<file path="src/rtl/cnn_pkg.sv">
// Shared definitions for the layer-1 CNN pipeline: sample width, layer geometry and pooling state.
package cnn_pkg;

  localparam int unsigned DATA_W     = 16;
  localparam int unsigned L1_KERNEL  = 9;
  localparam int unsigned L1_IN_W    = 96;
  localparam int unsigned L1_CONV_W  = L1_IN_W - L1_KERNEL + 1;
  localparam int unsigned L1_POOL_W  = L1_CONV_W / 2;
  localparam int unsigned L1_NUM_OUT = L1_POOL_W * L1_POOL_W;

  typedef enum logic [1:0] {
    IDLE = 2'd0,
    RUN  = 2'd1,
    DONE = 2'd2
  } pool_state_t;

endpackage

</file>
<file path="src/rtl/m_pool_relu_1_if.sv">
// Feature-map stream between the conv stage, the pool/ReLU stage and the next line buffer.
interface m_pool_relu_1_if #(
  parameter int unsigned DATA_W = cnn_pkg::DATA_W
);

  logic                     start;
  logic signed [DATA_W-1:0] map_in;
  logic                     valid_in;
  logic signed [DATA_W-1:0] map_out;
  logic                     save;
  logic                     ready;

  modport master (
    output start, map_in, valid_in,
    input  map_out, save, ready
  );

  modport slave (
    input  start, map_in, valid_in,
    output map_out, save, ready
  );

endinterface

</file>
<file path="src/rtl/m_line_buf.sv">
// Half-row buffer of horizontal pair maxima; one address shared by write and async read.
module m_line_buf #(
  parameter int unsigned DEPTH  = 44,
  parameter int unsigned WIDTH  = 16,
  parameter int unsigned ADDR_W = $clog2(DEPTH)
) (
  input  logic              clk_in,
  input  logic              we,
  input  logic [ADDR_W-1:0] addr,
  input  logic [WIDTH-1:0]  wdata,
  output logic [WIDTH-1:0]  rdata_c
);

  logic [WIDTH-1:0] mem [DEPTH];

  always_ff @(posedge clk_in) begin
    if (we) mem[addr] <= wdata;
  end

  assign rdata_c = mem[addr];

endmodule

</file>
<file path="src/rtl/m_pool_relu_1.sv">
// 2x2 stride-2 max pooling plus optional ReLU over the gapped layer-1 conv output stream.
module m_pool_relu_1
  import cnn_pkg::*;
#(
  parameter int unsigned MAP_W   = L1_CONV_W,
  parameter int unsigned MAP_H   = L1_CONV_W,
  parameter int unsigned DATA_W  = cnn_pkg::DATA_W,
  parameter bit          RELU_EN = 1'b1,
  parameter int unsigned NUM_OUT = L1_NUM_OUT
) (
  input logic            clk_in,
  input logic            rst_n,
  m_pool_relu_1_if.slave bus
);

  localparam int unsigned COL_W  = $clog2(MAP_W);
  localparam int unsigned ROW_W  = $clog2(MAP_H);
  localparam int unsigned LB_D   = MAP_W / 2;
  localparam int unsigned ADDR_W = $clog2(LB_D);
  localparam int unsigned CNT_W  = $clog2(NUM_OUT + 1);

  pool_state_t state, state_nxt;

  logic [COL_W-1:0]         col;
  logic [ROW_W-1:0]         row;
  logic [CNT_W-1:0]         out_cnt;
  logic signed [DATA_W-1:0] hold;
  logic signed [DATA_W-1:0] lb_rdata;
  logic signed [DATA_W-1:0] pmax;
  logic signed [DATA_W-1:0] res;
  logic signed [DATA_W-1:0] res_relu;
  logic                     proc;
  logic                     take;
  logic                     fire;
  logic                     last;
  logic                     lb_we;
  logic [ADDR_W-1:0]        lb_addr;

  m_line_buf #(
    .DEPTH (LB_D),
    .WIDTH (DATA_W),
    .ADDR_W(ADDR_W)
  ) u_line_buf (
    .clk_in (clk_in),
    .we     (lb_we),
    .addr   (lb_addr),
    .wdata  (pmax),
    .rdata_c(lb_rdata)
  );

  // IDLE->RUN is taken combinationally from start, so a sample on the rising cycle is used
  always_comb begin
    state_nxt = state;
    proc      = bus.start && (state != DONE);
    take      = proc && bus.valid_in;
    lb_addr   = ADDR_W'(col >> 1);
    pmax      = (bus.map_in > hold) ? bus.map_in : hold;
    res       = (lb_rdata > pmax) ? lb_rdata : pmax;
    res_relu  = (RELU_EN && res[DATA_W-1]) ? '0 : res;
    lb_we     = take && col[0] && !row[0];
    fire      = take && col[0] && row[0];
    last      = fire && (out_cnt == CNT_W'(NUM_OUT - 1));

    if (!bus.start) begin
      state_nxt = IDLE;
    end else if (last) begin
      state_nxt = DONE;
    end else if (state == IDLE) begin
      state_nxt = RUN;
    end
  end

  always_ff @(posedge clk_in) begin
    if (!rst_n) state <= IDLE;
    else        state <= state_nxt;
  end

  // Dropping start aborts the map: counters, hold and the output register restart from zero
  always_ff @(posedge clk_in) begin
    if (!rst_n || !bus.start) begin
      col         <= '0;
      row         <= '0;
      out_cnt     <= '0;
      hold        <= '0;
      bus.map_out <= '0;
      bus.save    <= 1'b0;
    end else begin
      bus.save <= fire;
      if (take) begin
        if (!col[0]) hold <= bus.map_in;
        if (col == COL_W'(MAP_W - 1)) begin
          col <= '0;
          row <= (row == ROW_W'(MAP_H - 1)) ? '0 : row + ROW_W'(1);
        end else begin
          col <= col + COL_W'(1);
        end
      end
      if (fire) begin
        bus.map_out <= res_relu;
        if (out_cnt != CNT_W'(NUM_OUT)) out_cnt <= out_cnt + CNT_W'(1);
      end
    end
  end

  // ready trails DONE by one cycle so it falls the cycle after the final save
  always_ff @(posedge clk_in) begin
    if (!rst_n) bus.ready <= 1'b1;
    else        bus.ready <= (state != DONE);
  end

endmodule

</file>
<file path="src/flat_wrapper.sv">
// flat-port wrapper written by rule: the top's interface ports become plain ports
module m_pool_relu_1_flat import cnn_pkg::*;
#(
  parameter int unsigned MAP_W   = L1_CONV_W,
  parameter int unsigned MAP_H   = L1_CONV_W,
  parameter int unsigned DATA_W  = cnn_pkg::DATA_W,
  parameter bit          RELU_EN = 1'b1,
  parameter int unsigned NUM_OUT = L1_NUM_OUT
)
  (clk_in, rst_n, bus_start, bus_map_in, bus_valid_in, bus_map_out, bus_save, bus_ready);
  m_pool_relu_1_if #(.DATA_W(DATA_W)) bus_i ();
  input logic clk_in;
  input logic rst_n;
  input wire logic [$bits(bus_i.start)-1:0] bus_start;
  input wire logic [$bits(bus_i.map_in)-1:0] bus_map_in;
  input wire logic [$bits(bus_i.valid_in)-1:0] bus_valid_in;
  output wire logic [$bits(bus_i.map_out)-1:0] bus_map_out;
  output wire logic [$bits(bus_i.save)-1:0] bus_save;
  output wire logic [$bits(bus_i.ready)-1:0] bus_ready;
  assign bus_i.start = bus_start;
  assign bus_i.map_in = bus_map_in;
  assign bus_i.valid_in = bus_valid_in;
  assign bus_map_out = bus_i.map_out;
  assign bus_save = bus_i.save;
  assign bus_ready = bus_i.ready;
  m_pool_relu_1 #(.MAP_W(MAP_W), .MAP_H(MAP_H), .DATA_W(DATA_W), .RELU_EN(RELU_EN), .NUM_OUT(NUM_OUT)) u_core (.clk_in(clk_in), .rst_n(rst_n), .bus(bus_i));
endmodule
</file>
<file path="config.mk">
export PLATFORM = sky130hd
export DESIGN_NAME = m_pool_relu_1_flat
export DESIGN_NICKNAME = d
export VERILOG_FILES = /design/src/rtl/cnn_pkg.sv /design/src/rtl/m_pool_relu_1_if.sv /design/src/rtl/m_line_buf.sv /design/src/rtl/m_pool_relu_1.sv /design/src/flat_wrapper.sv
export SDC_FILE = /design/constraint.sdc
export NUM_CORES = 1
export LEC_CHECK = 0
export BUFFER_PORTS_ARGS = -buffer_cell sky130_fd_sc_hd__buf_2
export CORE_AREA = 4 4 327 329
export DETAILED_ROUTE_END_ITERATION = 16
export DIE_AREA = 0 0 331 333
export SYNTH_ARGS = -nofsm -noshare
export SYNTH_HDL_FRONTEND = slang
export SYNTH_SLANG_ARGS = --single-unit
</file>
<file path="constraint.sdc">
create_clock -name clk_in -period 6.6 [get_ports clk_in]
set_input_delay 1.32 -clock clk_in [delete_from_list [all_inputs] [get_ports clk_in]]
set_output_delay 1.32 -clock clk_in [all_outputs]
set_load 0.02 [all_outputs]
</file>
# ---- After elaboration in Yosys (flattened, before gate mapping)
# Memory sizes are Yosys's and may differ from the RTL's. A register that Yosys moved wholly into a read port is not among the register bits.
# Cells that the tools add are included.
dict set report classes {
  magnitude_cmp 2
  addsub 3
  reduce_logical 17
  muxes 11
  eq_ne 5
  bitwise 3
}
# operator count
set op_table {}
lappend op_table {{$gt 16x16->1} 2}
lappend op_table {{$mux 16} 2}
lappend op_table {{$mux 15} 1}
lappend op_table {{$add 7x1->7 const B} 2}
lappend op_table {{$eq 7x7->1 const B} 2}
lappend op_table {{$mux 7} 2}
lappend op_table {{$mux 6} 2}
lappend op_table {{$add 11x1->11 const B} 1}
lappend op_table {{$eq 11x11->1 const B} 1}
lappend op_table {{$ne 11x11->1 const B} 1}
lappend op_table {{$reduce_and 2->1} 4}
lappend op_table {{$logic_and 1x1->1} 6}
lappend op_table {{$mux 2} 2}
lappend op_table {{$logic_not 1->1} 3}
lappend op_table {{$not 1->1} 3}
lappend op_table {{$reduce_or 3->1} 1}
lappend op_table {{$logic_not 2->1} 1}
lappend op_table {{$mux 1} 2}
lappend op_table {{$ne 2x2->1 const B} 1}
lappend op_table {{$reduce_bool 2->1} 1}
lappend op_table {{$logic_or 1x1->1} 1}
dict set report totals {
  mem_bits_rw 704
  wordCells 51
  out_inout_bits 18
  mem_count 1
  ff_bits 61
}
# name depth word_bits read_ports rd_clocked_by_memory_dff write_ports line
set mem_list {}
lappend mem_list {u_core.u_line_buf.mem 44 16 1 1 1 m_line_buf.sv:14} ;# logic [WIDTH-1:0] mem [DEPTH];

# ---- Longest topological paths before layout
dict set report logic_depth {
  ltp_word 7
  ltp_mapped 23
  ltp_nobuf 19
}

# ---- Modules after synthesis
# A second synthesis with hierarchy kept.
dict set report hier_totals {
  cells_unflattened 1920
  area_unflattened_um2 30381.6
}
# module area_per_inst_um2 cells_per_inst n_inst
set by_module_without_submodules {}
lappend by_module_without_submodules {m_line_buf 26715.6 1476 1}
lappend by_module_without_submodules {m_pool_relu_1 3666.0 444 1}

# ---- Least setup slack after synthesis
# OpenSTA, ideal clock, no wires.
dict set report synth_path {
  path_type {input-to-reg}
  from {input bus_map_in[15]}
  to {register u_core.bus.map_out[10]}
  t_arrival_ns 5.772
  required_time_ns 6.480
  setup_ns 0.120
  setup_slack_ns 0.708
  stages 20
  cell_sequence {ha_1 > nand4_2 > nor4_2 > a21boi_4 > or4_4 > a31oi_2 > buf_2 > mux2_2 > inv_1 > ha_1 > nand4_1 > or2_2 > nor2_1 > a21bo_2 > a211oi_1 > o22ai_1 > a31o_1 > clkbuf_1 > a21oi_1 > a211o_1}
}
dict set report synth_between {
  elab_chain_len 5
}
# element line
set synth_lines {}
lappend synth_lines {{from (decl)} flat_wrapper.sv:15} ;# input wire logic [$bits(bus_i.map_in)-1:0] bus_map_in;
lappend synth_lines {{$gt 16x16->1} m_pool_relu_1.sv:57} ;# pmax = (bus.map_in > hold) ? bus.map_in : hold;
lappend synth_lines {{$mux 16} m_pool_relu_1.sv:57}
lappend synth_lines {{net u_core.pmax[12]} m_pool_relu_1.sv:29} ;# logic signed [DATA_W-1:0] pmax;
lappend synth_lines {{$gt 16x16->1} m_pool_relu_1.sv:58} ;# res = (lb_rdata > pmax) ? lb_rdata : pmax;
lappend synth_lines {{$mux 16} m_pool_relu_1.sv:58}
lappend synth_lines {{$mux 15} m_pool_relu_1.sv:59} ;# res_relu = (RELU_EN && res[DATA_W-1]) ? '0 : res;
lappend synth_lines {{to (signal assigned)} m_pool_relu_1.sv:99} ;# bus.map_out <= res_relu;
lappend synth_lines {{to (decl)} m_pool_relu_1_if.sv:20} ;# output map_out, save, ready
# The timed path passes the listed nets, and every way through them passes these cells.
# A chain may end at the register's enable or synchronous reset.

# ---- Final worst setup path
dict set report layout_path {
  from {input bus_map_in[15]}
  to {register u_core.bus.map_out[13]}
}
# Same word-level chain as after synthesis.

==> results.yml <==
outcome:
  status: "finished clean"
timing:
  clock_skew_ns: 0.0250
  tightest_slew_ns: 1.02
  rsz0062_at_grt: "no"
  fmax_mhz: 181
  relSlewSlack: 0.319
  timing_hold_violations_final: 0
  setup_ws_ns: 1.09
  setup_violations: 0
  min_period_over_period: 0.835
  min_period_ns: 5.51
  fin_setup_tns_ns: 0
  finalMaxSlewViolations: 0
synthesis:
  synth_warnings: 0
  synth_compound_area_frac: 0.0259
  synthXorXnorAreaFrac: 0.00538
  synth_enable_flop_cells: 704
  synth_area_mm2: 0.0309
  synth-seq-cells: 770
  synth_fp_nets: 1665
  synthFlopType: "edfxtp_1"
  synthAdderAreaFrac: 0.0142
  ys_types: 62
  synth_top_family_by_area: "multiplexers"
  synth_area_per_cell_um2: 19.2
  syn-instance-count: 1610
  synthArstFlopShare: 0
  yosys.area_share.simple: 0.0422
  ys_seq_area_frac: 0.726
  synth.mux.area_fraction: 0.167
drt:
  dr.first_iter.drc_count: 1488
  firstDrtPassIters: 5
  routedWlPerCell_um: 22.7
  routed_wl_mm: 71.9
  detail-route-antenna-nets: 0
  vias: 15600
  via_per_inst: 4.94
  post-route-drc-count: 0
global_route:
  antenna_found_initial: 1
  track_usage: 0.130
  grt_pass1_wl_mm: 107
  grt_max_degree: 66
  grt_pass1_vias: 16000
  overflow: 0
hold_path:
  worstHoldPathType: "flop to flop"
  min_path_cells: 1
setup_path:
  rr_worst_depth: 16
  rrSetupSlack_ns: 1.23
  path_class: "input pin to flop"
  crit_fanout: 12
  endpoint: "u_core.bus.map_out[13]$_SDFFE_PN0P_"
  r2r-end: "u_core.bus.map_out[13]$_SDFFE_PN0P_"
  cp_slowest_stage_delay_ns: 0.55
  crit_slowest_cell: "or4_4"
  worstPathCellList: "buf_2 -> ha_1 -> nand4_2 -> nor4_2 -> a21boi_4 -> or4_4 -> a31oi_2 -> buf_4 -> mux2_2 -> inv_1 -> ha_1 -> nand4_1 -> or2_2 -> nor2_1 -> o21a_1 -> nand2b_1 -> o22ai_1 -> a31o_1 -> buf_4 -> a21oi_1 -> a211o_1"
  endpoint_kind: "flop"
  critPathRequiredTime_ns: 7.09
  startpoint: "bus_map_in[15]"
  worstPathArrival_ns: 6.01
  critPathLaunchType: "input pin"
floorplan:
  fp.dieW_um: 331
  dieArea_mm2: 0.110
  ioPinCount: 38
  start_util: 0.299
  num_rows: 118
  die_h_um: 333
  core_mm2: 0.103
place:
  io_buffers: 36
  hpwl_mm: 40.9
  pre_cts_ws_ns: 0.539
  gp_congestion: 0.835
layout:
  n_antenna_cell: 0
  nets: 1777
  area_growth_pct: 15.4
  drive_gt1_frac: 0.268
  fill_cells: 9627
clocking:
  cts_root_buf: "clkbuf_16"
  cts_tree: "built"
  insertion_delay_ns: 0.61
  cts_resized: 0
  post_cts_buffers: 0
  clk_pin_slew_ns: 0.06
  cts.sinks: 770
  cts_inserted_buffers: 80
  clk_path_buf_depth: 3
  holdBufCountCts: 0
  htree_levels: 3
power:
  p_leak_nw: 11.0
  p_sw_mw: 1.99
  p_per_area_mw_per_mm2: 278
  combinationalPowerShare: 0.028
  pwr-share-seq: 0.542
  ir_worst_vdd_uv: 169
  internal_power_mw: 7.95
  p_sw_frac: 0.200
  clockPowerShare: 0.430
flow_run:
  max_cap_violations: 0
## how the worst min path moves through the flow
stage	to	startpoint
after floorplan	u_core.bus.ready$_SDFF_PN1_	u_core.state[1]$_SDFFE_PN0P_
after global placement	u_core.bus.ready$_SDFF_PN1_	u_core.state[1]$_SDFFE_PN0P_
after detailed placement	u_core.bus.ready$_SDFF_PN1_	u_core.state[1]$_SDFFE_PN0P_
after CTS	u_core.bus.ready$_SDFF_PN1_	u_core.state[1]$_SDFFE_PN0P_
after global routing	u_core.bus.ready$_SDFF_PN1_	u_core.state[1]$_SDFFE_PN0P_
final	u_core.bus.ready$_SDFF_PN1_	u_core.state[1]$_SDFFE_PN0P_
## per-stage QoR
stage / cells / hold WS, ns / util / total power, mW / area, um2
floorplan: 1610 / 0.393 / - / 5.63 / 30900
global placement: 3019 / 0.416 / 0.320 / 5.74 / 33200
detailed placement: 3019 / 0.421 / 0.320 / 5.76 / 33200
CTS: 3165 / 0.443 / 0.344 / 10.1 / 35600
global route: 3166 / 0.467 / 0.345 / 10.3 / 35700
finish: 3166 / 0.446 / 0.345 / 9.93 / 35700
## layout by cell type, fill, tap and decap left out, types with 4 or more instances in the layout
| cell type | Yosys | layout |
|---|---|---|
| bufinv_16 | 0 | 5 |
| nand3b_1 | 5 | 5 |
| buf_12 | 0 | 7 |
| ha_1 | 35 | 35 |
| mux2_2 | 14 | 14 |
| a21oi_1 | 46 | 46 |
| inv_1 | 40 | 39 |
| nand2b_1 | 6 | 6 |
| edfxtp_1 | 704 | 704 |
| clkbuf_1 | 34 | 26 |
| o21ai_1 | 4 | 4 |
| o21a_1 | 5 | 5 |
| nor2_1 | 81 | 61 |
| o21ai_0 | 34 | 34 |
| clkinv_1 | 0 | 21 |
| nand4_1 | 12 | 12 |
| nand2_1 | 86 | 86 |
| mux2i_1 | 34 | 34 |
| dfxtp_1 | 66 | 62 |
| or3_1 | 4 | 4 |
| nand3_1 | 25 | 25 |
| and3_1 | 15 | 15 |
| buf_4 | 8 | 73 |
| clkinv_2 | 0 | 9 |
| mux4_2 | 207 | 207 |
| buf_2 | 24 | 36 |
| xor2_1 | 13 | 13 |
| nor3_1 | 9 | 9 |
| clkbuf_16 | 0 | 82 |
| nor2b_1 | 6 | 6 |
| a21o_1 | 5 | 5 |
| and2_1 | 5 | 5 |
| nor2_2 | 1 | 21 |
| xnor2_1 | 6 | 6 |
| a211o_1 | 13 | 13 |
## layout make-up
class                      count  area (um2)  share of cell area
sequential                   770       22500               0.630
multi-input combinational    712        7940               0.223
clock buffer                 110        2180              0.0610
tap                         1380        1730              0.0484
timing repair buffer         117         896              0.0251
clock inverter                36         307             0.00859
inverter                      41         154             0.00431
## sequential cells by signal, indices dropped and copies added, names as in the netlist, named ones only
signal,count
u_core.u_line_buf.mem,704
u_core.out_cnt,11
u_core.col,7
u_core.bus.save,1
u_core.state,2
u_core.bus.ready,1
u_core.hold,16
u_core.row,7
u_core.bus.map_out,15
## per-layer routing
metal  vias up  wire length, um  global-route usage
met1      8307            28800               0.168
met4         0             1770              0.0383
met5         -                0                   0
met2       508            36900               0.225
li1       6713                -                   -
met3       114             4350              0.0217
## critical path, delay by kind of cell
family / cells / cell delay [ns]
AOI/OAI and AO/OA: 7 / 1.67
buffers and inverters: 4 / 0.67
adders and majority gates: 2 / 0.53
muxes: 1 / 0.36
and+or+nand+nor: 7 / 1.45
## cells in the mapped netlist, types with 14 or more instances
library cell	count	area, um2
ha_1	35	438
nand2_1	86	323
edfxtp_1	704	21100
buf_2	24	120
clkbuf_1	34	128
nor2_1	81	304
and3_1	15	93.8
buf_1	17	63.8
dfxtp_1	66	1320
mux2_2	14	158
o21ai_0	34	170
mux2i_1	34	340
inv_1	40	150
nand3_1	25	125
mux4_2	207	4660
a21oi_1	46	230
## logic make-up after synthesis
logic type | after synthesis
compound gates | 127
mux | 256
buf+inv | 128
xor+xnor | 19
simple gates | 274
flops | 770
other cells | 1
fa+ha+maj | 35
## power groups by stage
| stage | combinational, mW | sequential [mW] | clock [mW] |
|---|---|---|---|
| floorplan | 0.150 | 5.48 | 0 |
| global placement | 0.261 | 5.48 | 0 |
| detailed placement | 0.279 | 5.48 | 0 |
| CTS | 0.279 | 5.38 | 4.39 |
| global route | 0.304 | 5.38 | 4.60 |
| finish | 0.277 | 5.38 | 4.28 |
No activity file was read; power rests on OpenSTA's default activity.
